**src/rtl/hearts_pkg.sv**
```systemverilog
// Shared types and constants for the hearts controller.
package hearts_pkg;

  // Controller state encoding; code 2'd3 is illegal and recovers to PLAY.
  typedef enum logic [1:0] {
    PLAY = 2'd0,
    HURT = 2'd1,
    OVER = 2'd2
  } state_t;

  localparam int HEARTS_W           = 2;
  localparam int MAX_HEARTS_DEFAULT = 3;

  // Bits needed to hold values 0..v (at least one bit).
  function automatic int count_w(input int v);
    if (v <= 1) begin
      return 1;
    end
    return $clog2(v + 1);
  endfunction

endpackage

```
**src/rtl/frame_countdown.sv**
```systemverilog
// Loadable down-counter that steps once per tick and stops at zero.
module frame_countdown #(
  parameter int W = 8
) (
  input  logic         clk,
  input  logic         reset,
  input  logic         load,
  input  logic [W-1:0] value,
  input  logic         tick,
  output logic [W-1:0] count,
  output logic         zero
);

  logic [W-1:0] count_reg;

  // Load has priority over tick; the counter holds at zero instead of wrapping.
  always_ff @(posedge clk) begin
    if (reset) begin
      count_reg <= '0;
    end else if (load) begin
      count_reg <= value;
    end else if (tick && (count_reg != '0)) begin
      count_reg <= count_reg - W'(1);
    end
  end

  assign count = count_reg;
  assign zero  = (count_reg == '0);

endmodule

```
**src/rtl/hearts_controller.sv**
```systemverilog
// Player health manager: damage, healing, invulnerability blink and game over.
module hearts_controller
  import hearts_pkg::*;
#(
  parameter int MAX_HEARTS    = MAX_HEARTS_DEFAULT,
  parameter int INVULN_FRAMES = 120,
  parameter int BLINK_FRAMES  = 8
) (
  input  logic                clk,
  input  logic                reset,
  input  logic                frame_tick,
  input  logic                hit,
  input  logic                heal,
  input  logic                restart,
  output logic [HEARTS_W-1:0] num_hearts,
  output logic                invincible,
  output logic                blink,
  output logic                hit_ack,
  output logic                game_over
);

  localparam int                  BLINK_W    = count_w(BLINK_FRAMES);
  localparam logic [HEARTS_W-1:0] FULL       = HEARTS_W'(MAX_HEARTS);
  localparam logic [HEARTS_W-1:0] ONE        = HEARTS_W'(1);
  localparam logic [7:0]          INV_VAL    = 8'(INVULN_FRAMES);
  localparam logic [BLINK_W-1:0]  BLINK_VAL  = BLINK_W'(BLINK_FRAMES);

  state_t              state_reg, state_next;
  logic [HEARTS_W-1:0] hearts_reg, hearts_next;
  logic                blink_reg, blink_next;
  logic                hit_ack_reg, hit_ack_next;
  logic                invincible_reg, game_over_reg;

  logic               inv_load, inv_tick, inv_zero;
  logic [7:0]         inv_value, inv_cnt;
  logic               blink_load, blink_tick, blink_zero;
  logic [BLINK_W-1:0] blink_value, blink_cnt;

  frame_countdown #(.W(8)) u_inv_cnt (
    .clk   (clk),
    .reset (reset),
    .load  (inv_load),
    .value (inv_value),
    .tick  (inv_tick),
    .count (inv_cnt),
    .zero  (inv_zero)
  );

  frame_countdown #(.W(BLINK_W)) u_blink_cnt (
    .clk   (clk),
    .reset (reset),
    .load  (blink_load),
    .value (blink_value),
    .tick  (blink_tick),
    .count (blink_cnt),
    .zero  (blink_zero)
  );

  // Next-state, heart count, blink phase and counter control.
  always_comb begin
    state_next   = state_reg;
    hearts_next  = hearts_reg;
    blink_next   = blink_reg;
    hit_ack_next = 1'b0;
    inv_load     = 1'b0;
    inv_value    = '0;
    inv_tick     = 1'b0;
    blink_load   = 1'b0;
    blink_value  = '0;
    blink_tick   = 1'b0;

    if (restart) begin
      // Restart drops any same-cycle hit or heal.
      state_next  = PLAY;
      hearts_next = FULL;
      blink_next  = 1'b0;
      inv_load    = 1'b1;
      blink_load  = 1'b1;
    end else begin
      case (state_reg)
        PLAY: begin
          blink_next = 1'b0;
          if (hit) begin
            if (hearts_reg > ONE) begin
              hearts_next  = hearts_reg - ONE;
              hit_ack_next = 1'b1;
              state_next   = HURT;
              inv_load     = 1'b1;
              inv_value    = INV_VAL;
              blink_load   = 1'b1;
              blink_value  = BLINK_VAL;
              blink_next   = 1'b1;
            end else if (hearts_reg == ONE) begin
              hearts_next  = '0;
              hit_ack_next = 1'b1;
              state_next   = OVER;
            end else begin
              // Zero hearts while playing should not occur; fall into OVER quietly.
              state_next = OVER;
            end
          end else if (heal && (hearts_reg < FULL)) begin
            hearts_next = hearts_reg + ONE;
          end
        end
        HURT: begin
          // Hits are ignored while invulnerable; heals still apply.
          if (heal && (hearts_reg < FULL)) begin
            hearts_next = hearts_reg + ONE;
          end
          if (frame_tick) begin
            if (inv_zero || (inv_cnt == 8'd1)) begin
              state_next = PLAY;
              blink_next = 1'b0;
              inv_load   = 1'b1;
              blink_load = 1'b1;
            end else begin
              inv_tick = 1'b1;
              if (blink_zero || (blink_cnt == BLINK_W'(1))) begin
                blink_load  = 1'b1;
                blink_value = BLINK_VAL;
                blink_next  = ~blink_reg;
              end else begin
                blink_tick = 1'b1;
              end
            end
          end
        end
        OVER: begin
          hearts_next = '0;
        end
        default: begin
          state_next  = PLAY;
          hearts_next = FULL;
          blink_next  = 1'b0;
          inv_load    = 1'b1;
          blink_load  = 1'b1;
        end
      endcase
    end
  end

  // State and registered outputs.
  always_ff @(posedge clk) begin
    if (reset) begin
      state_reg      <= PLAY;
      hearts_reg     <= FULL;
      blink_reg      <= 1'b0;
      hit_ack_reg    <= 1'b0;
      invincible_reg <= 1'b0;
      game_over_reg  <= 1'b0;
    end else begin
      state_reg      <= state_next;
      hearts_reg     <= hearts_next;
      blink_reg      <= blink_next;
      hit_ack_reg    <= hit_ack_next;
      invincible_reg <= (state_next == HURT);
      game_over_reg  <= (state_next == OVER);
    end
  end

  assign num_hearts = hearts_reg;
  assign invincible = invincible_reg;
  assign blink      = blink_reg;
  assign hit_ack    = hit_ack_reg;
  assign game_over  = game_over_reg;

endmodule

```
**config.mk**
```make
export PLATFORM = sky130hd
export DESIGN_NAME = hearts_controller
export DESIGN_NICKNAME = d
export VERILOG_FILES = /design/src/rtl/hearts_pkg.sv /design/src/rtl/frame_countdown.sv /design/src/rtl/hearts_controller.sv
export SDC_FILE = /design/constraint.sdc
export NUM_CORES = 1
export LEC_CHECK = 0
export BUFFER_PORTS_ARGS = -buffer_cell sky130_fd_sc_hd__buf_4
export CORE_MARGIN = 2
export CORE_UTILIZATION = 45
export DETAILED_ROUTE_END_ITERATION = 8
export PLACE_DENSITY_LB_ADDON = 0.2
export SETUP_SLACK_MARGIN = 0.1
export SYNTH_ARGS = -nofsm -noshare
export SYNTH_HDL_FRONTEND = slang
export SYNTH_HIERARCHICAL = 1
export SYNTH_SLANG_ARGS = --single-unit
```
**constraint.sdc**
```tcl
create_clock -name clk -period 3.2 [get_ports clk]
set_input_delay 0.16 -clock clk [delete_from_list [all_inputs] [get_ports clk]]
set_output_delay 0.16 -clock clk [all_outputs]
set_load 0.02 [all_outputs]
```
---- Yosys cells after proc, flatten, opt, wreduce, memory -nomap -nowiden ----
Index checks and enable logic that the tools add are counted.
W data, S select, Z words.
word-level totals
  register bits ........................... 20
  input bits .............................. 6
  output and inout bits ................... 6
  word-level logic and storage cells ...... 95
cells by class
  add/sub/neg operators ................... 4
  magnitude comparators ................... 2
  equal/unequal tests ..................... 10
  multiplexer cells ....................... 52
  bitwise operators ....................... 4
  reduce and logical (&&, ||, !) cells .... 15
operators by type and width
  operator               count
  $mux W4                8
  $mux W7                4
  $mux W1                23
  $mux W2                9
  $mux W8                2
  $pmux W2 S3            2
  $pmux W1 S3            3
  $eq A8 B1 Y1 const B   1
  $logic_not A8 Y1       1
  $pmux W4 S2            1
  $reduce_bool A8 Y1     1
  $sub A8 B1 Y8 const B  1
  $eq A2 B1 Y1 const B   3
  $eq A2 B2 Y1 const B   2
  $eq A4 B1 Y1 const B   1
  $logic_not A4 Y1       1
  $ne A4 B4 Y1 const B   1
  $not A1 Y1             4
  $reduce_bool A2 Y1     2
  $reduce_bool A4 Y1     1
  $reduce_or A4 Y1       1
  $sub A4 B1 Y4 const B  1
  $logic_and A1 B1 Y1    3
  $ne A3 B3 Y1 const B   1
  other kinds (9)        10

---- Logic depth before layout (Yosys ltp) ----
  depth in word-level cells ............... 10
  gate-level depth with buffers ........... 11
  mapped depth without buffers ............ 10

---- Cells and area by module ----
The synthesis kept the hierarchy.
modules (own cells, without submodules)
  module                         times used  cells an instance  area each (um^2)  sequential area each (um^2)
  hearts_controller              1           76                 611.8             160.2
  frame_countdown (u_inv_cnt)    1           59                 515.5             160.2
  frame_countdown (u_blink_cnt)  1           29                 262.8             80.1

---- Worst setup path before layout ----
No wires, ideal clock.
  path kind ............................... reg2reg
  start point ............................. register u_blink_cnt.count_reg[1] (netlist: u_blink_cnt/count[1])
  end point ............................... register u_blink_cnt.count_reg[3] (netlist: u_blink_cnt/count[3])
  library setup time ...................... 0.126 ns
  data arrival time ....................... 2.656 ns
  data required time ...................... 3.074 ns
  setup slack ............................. 0.418 ns
  stages on the path, launching flop included .. 10
  buffers on the path ..................... 0
  clock period less this slack ............ 2.782 ns
  cell sequence ........................... dfxtp_1 > inv_1 > ha_1 > or3b_4 > inv_1 > or2_2 > nor4_1 > nor4b_2 > mux2i_1 > a211oi_1
on the way
  cells in the longest elaborated chain, start to end .. 9
  elaborated cells on any way between the ends .. 24
  those cells by class .................... 1 x add/sub; 1 x eq/ne; 17 x mux; 5 x reduce/logical
RTL lines
  what                          RTL line                  RTL
  start: declaration            frame_countdown.sv:14     logic [W-1:0] count_reg;
  start signal: assignment      frame_countdown.sv:21     count_reg <= value;
  start signal: assignment      frame_countdown.sv:23     count_reg <= count_reg - W'(1);
  $logic_not A4 Y1              frame_countdown.sv:28     assign zero = (count_reg == '0);
  net blink_zero                hearts_controller.sv:36   logic blink_load, blink_tick, blink_zero;
  $logic_or A1 B1 Y1            hearts_controller.sv:118  if (blink_zero || (blink_cnt == BLINK_W'(1))) begin
  $mux W1                       hearts_controller.sv:118
  $mux W1                       hearts_controller.sv:111  if (inv_zero || (inv_cnt == 8'd1)) begin
  $mux W1                       hearts_controller.sv:110  if (frame_tick) begin
  $mux W1                       hearts_controller.sv:80   case (state_reg)
  $mux W1                       hearts_controller.sv:72   if (restart) begin
  net blink_tick                hearts_controller.sv:36
  $logic_and A1 B1 Y1           frame_countdown.sv:22     end else if (tick && (count_reg != '0)) begin
  $reduce_bool A2 Y1 (no line)  --
The timed path passes the listed nets, and every way through them passes these cells. The select of a mux whose other input is x is not followed.
A chain may end at the register's enable or synchronous reset.

---- Final worst setup path ----
  start point ............................. register u_inv_cnt.count_reg[1] (netlist: u_inv_cnt/count[1])
  end point ............................... register u_inv_cnt.count_reg[7] (netlist: u_inv_cnt/count[7])
on the way
  cells in the longest elaborated chain, start to end .. 8
  elaborated cells on any way between the ends .. 17
  those cells by class .................... 1 x add/sub; 1 x eq/ne; 10 x mux; 5 x reduce/logical
RTL lines
  what                          RTL line                  RTL
  start: declaration            frame_countdown.sv:14
  start signal: assignment      frame_countdown.sv:21
  start signal: assignment      frame_countdown.sv:23
  $logic_not A8 Y1              frame_countdown.sv:28
  net inv_zero                  hearts_controller.sv:34   logic inv_load, inv_tick, inv_zero;
  $logic_or A1 B1 Y1            hearts_controller.sv:111
  $mux W1                       hearts_controller.sv:111
  $mux W1                       hearts_controller.sv:110
  $mux W1                       hearts_controller.sv:80
  $mux W1                       hearts_controller.sv:72
  net inv_tick                  hearts_controller.sv:34
  $logic_and A1 B1 Y1           frame_countdown.sv:22
  $reduce_bool A2 Y1 (no line)  --
The timed path passes the listed nets, and every way through them passes these cells. The select of a mux whose other input is x is not followed.

==> run summary <==
For this run the aggregate overflow at the end of global routing stands at 0. The run gives 3 as the TritonCTS buffer count. The count of cells in the finished layout, fillers not included, comes to 216. TritonCTS built the clock tree. Dividing the detail-routed via count by the number of cells gives 5.94. The top cell types in the final layout, fill and taps aside, are dfxtp_1 (20), nor2_1 (18), buf_4 (14).

After filler insertion, the fill cell instance count of the layout stands at 281. From left edge to right edge, the die measures 59.6 um. Summed over all cells, the static leakage comes to 0.611 nW. The path class of the tightest hold or removal check is primary input to register. The tools report the final weighted congestion of routability-driven global placement as 0.918. Setup repair after global routing left no endpoint under its margin.

The total I/O pin count was 12; the first-pass GRT wire length was 5.40 mm. The area enclosed by the die boundary was 3550 um^2; the number of cells on the worst hold path was 2. The number of placement rows was 20.

The number of unique standard cell types used by synthesis came out at 50. Number of buffers added on ports: 11. The worst setup path is of the register to register kind. The reg-to-reg startpoint is u_inv_cnt/count[1]$_SDFFE_PP0P_. The logs give 2 for the buffer levels on the longest clock path and 6 for the synthesis warning total. For the number of antenna violations at the first check in global routing, the log shows 0. The tools report the library cell used as clock root buffer as clkbuf_4.

Once the clock tree was built, the setup fixing pass inserted 0 buffers. Dividing total power by cell area gives a power density of 380 nW/um^2. Total global-route track usage: 0.198. The number of H-tree levels was 1.

The total of flip-flops plus latches after synthesis was 20. The run gives 0.523 as the share of the core filled with cells. Clock tree synthesis found a total of 20 sinks.

The endpoint of the most critical register-to-register path is u_inv_cnt/count[7]$_SDFFE_PP0P_. The peak fanout along the critical path works out to 7. Summing every instance area after synthesis gives 1390 um^2.

The first TritonRoute pass finished after 4 iterations. The number of slew-limit violations in the final report is 0. In the final routed layout, each cell accounts on average for 14.1 um. After clock tree synthesis, the clock-pin slew on the worst setup and hold paths is 0.11 ns. The tools report the max-cap check violation count as 0. Based on the critical path, the design can be clocked at up to 0.379 GHz. The worst register-to-register path has a setup slack of 0.56 ns.

Counting I/O delays and the setup requirement, the final critical path takes 2.64 ns. The tools report the hold path startpoint as frame_tick. Worst-case headroom to the max-slew limit: 0.608.

In the final timing run, aggregate negative setup slack is 0 ns. The worst setup skew after layout came out at 0.00391 ns. The worst setup path is captured at a register. Once detail routing completed, the nets flagged for antenna violations numbered 0. The proportion of power drawn by combinational gates is 0.312. The tools report the sum of net half-perimeters after detailed placement as 2.29 mm.

The synthesized area per cell is 8.48 um^2, and the number of diodes added for antenna fixing is 0. Ranked by total cell area, the synthesized netlist is headed by dfxtp_1 (29%), ha_1 (7.2%), nor2_1 (4.9%). The internal portion of the total power is 0.000389 W. In the final design database the tool counted 199 nets. The area share of the leading cell type in the synthesized netlist was 0.288; the data arrival time at the worst-slack endpoint was 2.86 ns. The number of cells on the worst reg-to-reg path is 10.

Clock latency at the later pin of the worst-skew pair: 0.30 ns. The dominant cell type by area after synthesis was dfxtp_1. The library cell used most frequently in the layout, excluding fill and tap cells, is dfxtp_1. The total via count after detailed routing is 1,282, and the share of post-route cells with drive strength above 1 is 0.180.

The transition time at the pin with the least slew margin works out to 0.583 ns. The completed layout was analyzed and its total power is 0.000597 W. The clock network power share was 0.198. Compared with the post-synthesis result, the final layout area differs by 13.1%. Entering global routing, the biggest net connects 21 pins. The number of setup violations in the final report was 0; the synthesized netlist cell count was 164. The initial core utilization was 0.463; the share of total power consumed by net switching was 0.348.

For the worst setup path, the data required time is 3.42 ns. The routed wire length is 3.05 mm, and the net switching power of the design is 0.000208 W. The violation count after the first detailed-routing iteration was 54; the final critical-path share of the clock period was 0.824. The number of global-route vias before repair was 1,230. The worst-case hold path end point was state_reg[0]$_SDFF_PP0_. After floorplanning, the core was sized to cover 3000 um^2. The final-report hold violation count is 0, and the total instance count after detailed placement is 213.

The register with the most flip-flops in the layout has 8 of them. The tools report the startpoint kind of the worst setup timing path as a register. The logs give 0.288 for the fraction of the yosys area taken by sequential cells and 0.235 mV for the maximum vdd drop.

The floorplan step set the die height to 59.6 um. For the sequential power share, the log shows 0.490. For this run, design rule violations remaining after detail routing come to 0. The run finished with clean final reports.
[worst max-delay path by stage]
stage | start | to | depth (start not counted)
finish | u_inv_cnt/count[1]$_SDFFE_PP0P_ | u_inv_cnt/count[7]$_SDFFE_PP0P_ | 10
global route | u_inv_cnt/count[1]$_SDFFE_PP0P_ | u_inv_cnt/count[5]$_SDFFE_PP0P_ | 9
detailed placement | u_inv_cnt/count[1]$_SDFFE_PP0P_ | u_inv_cnt/count[5]$_SDFFE_PP0P_ | 9
CTS | u_inv_cnt/count[0]$_SDFFE_PP0P_ | u_inv_cnt/count[5]$_SDFFE_PP0P_ | 9
floorplan | u_blink_cnt/count[1]$_SDFFE_PP0P_ | u_blink_cnt/count[3]$_SDFFE_PP0P_ | 9
global placement | u_inv_cnt/count[0]$_SDFFE_PP0P_ | u_inv_cnt/count[7]$_SDFFE_PP0P_ | 10
[synthesized netlist by cell type (all sizes together)]
cell,n
nor3,3
inv,13
nor3b,3
a21o,3
o31ai,1
and3,1
nor2,18
xnor2,3
buf,1
nand3,3
clkbuf,3
or3b,3
or3,3
a21bo,1
a41oi,1
a311o,1
o21ai,6
dfxtp,20
o41ai,2
nor4,5
a211oi,4
a21oi,9
o21a,1
o311ai,1
or4,6
a2bb2oi,1
clkinv,1
a2111oi,6
nor4b,4
or2,2
conb,1
a31oi,2
nand2,9
nor2b,2
nand4b,2
mux2i,2
nand2b,3
o211ai,2
ha,8
a311oi,4
[power by group through the flow]
| stage | Clock (W) | Combinational [W] | Sequential (W) |
|---|---|---|---|
| detailed placement | 0 | 0.000184 | 0.000297 |
| CTS | 0.000125 | 0.000185 | 0.000292 |
| finish | 0.000118 | 0.000186 | 0.000292 |
| global route | 0.000135 | 0.000209 | 0.000296 |
| global placement | 0 | 0.000179 | 0.000297 |
| floorplan | 0 | 0.000133 | 0.000298 |
[through the flow]
step | hold slack (ns) | instance area (um^2) | setup slack [ns]
after global placement | 0.397 | 1540 | 0.489
after detailed placement | 0.409 | 1540 | 0.338
after CTS | 0.0761 | 1570 | 0.338
after floorplan | 0.232 | 1410 | 0.418
after global routing | 0.0818 | 1570 | 0.391
final | 0.0888 | 1570 | 0.563
[cell type report]
type | count | area, um^2 | share of cell area
inverter | 14 | 52.6 | 0.0334
timing repair buffer | 14 | 105 | 0.0669
sequential | 20 | 400 | 0.255
tap | 33 | 41.3 | 0.0263
multi-input combinational | 132 | 950 | 0.604
clock buffer | 3 | 22.5 | 0.0143
[repair_timing]
item / CTS / global route
resized for setup: 0 / 1
setup endpoints to repair: 0 / 1
hold buffers: 0 / 0
[metal layers]
layer	track usage	vias to the layer above	wire [um]
li1	-	652	-
met1	0.239	602	1410
met2	0.353	26	1510
met3	0.0459	2	110
met4	0.0508	0	19
met5	0	-	0
[critical path, cell delays in order, from the launching register on]
cell,delay (ns)
dfxtp_1,0.41
inv_1,0.08
ha_1,0.20
inv_1,0.13
nor4_1,0.09
a21o_1,0.24
nor3_2,0.40
or3b_2,0.50
nor3_1,0.19
mux2i_1,0.11
a211oi_1,0.23
[cells by family (layout without fill, tap and decap cells)]
group	count (synthesis)	after routing	synth area share
flip-flops	20	20	0.288
adder cells (fa/ha/maj)	8	8	0.0720
AO/OA/AOI/OAI	45	45	0.271
buffers and inverters	18	31	0.0486
AND/OR/NAND/NOR	67	67	0.284
multiplexers	2	2	0.0144
other	1	7	0.00270
XOR/XNOR	3	3	0.0189
(Power assumes the default switching activity.)
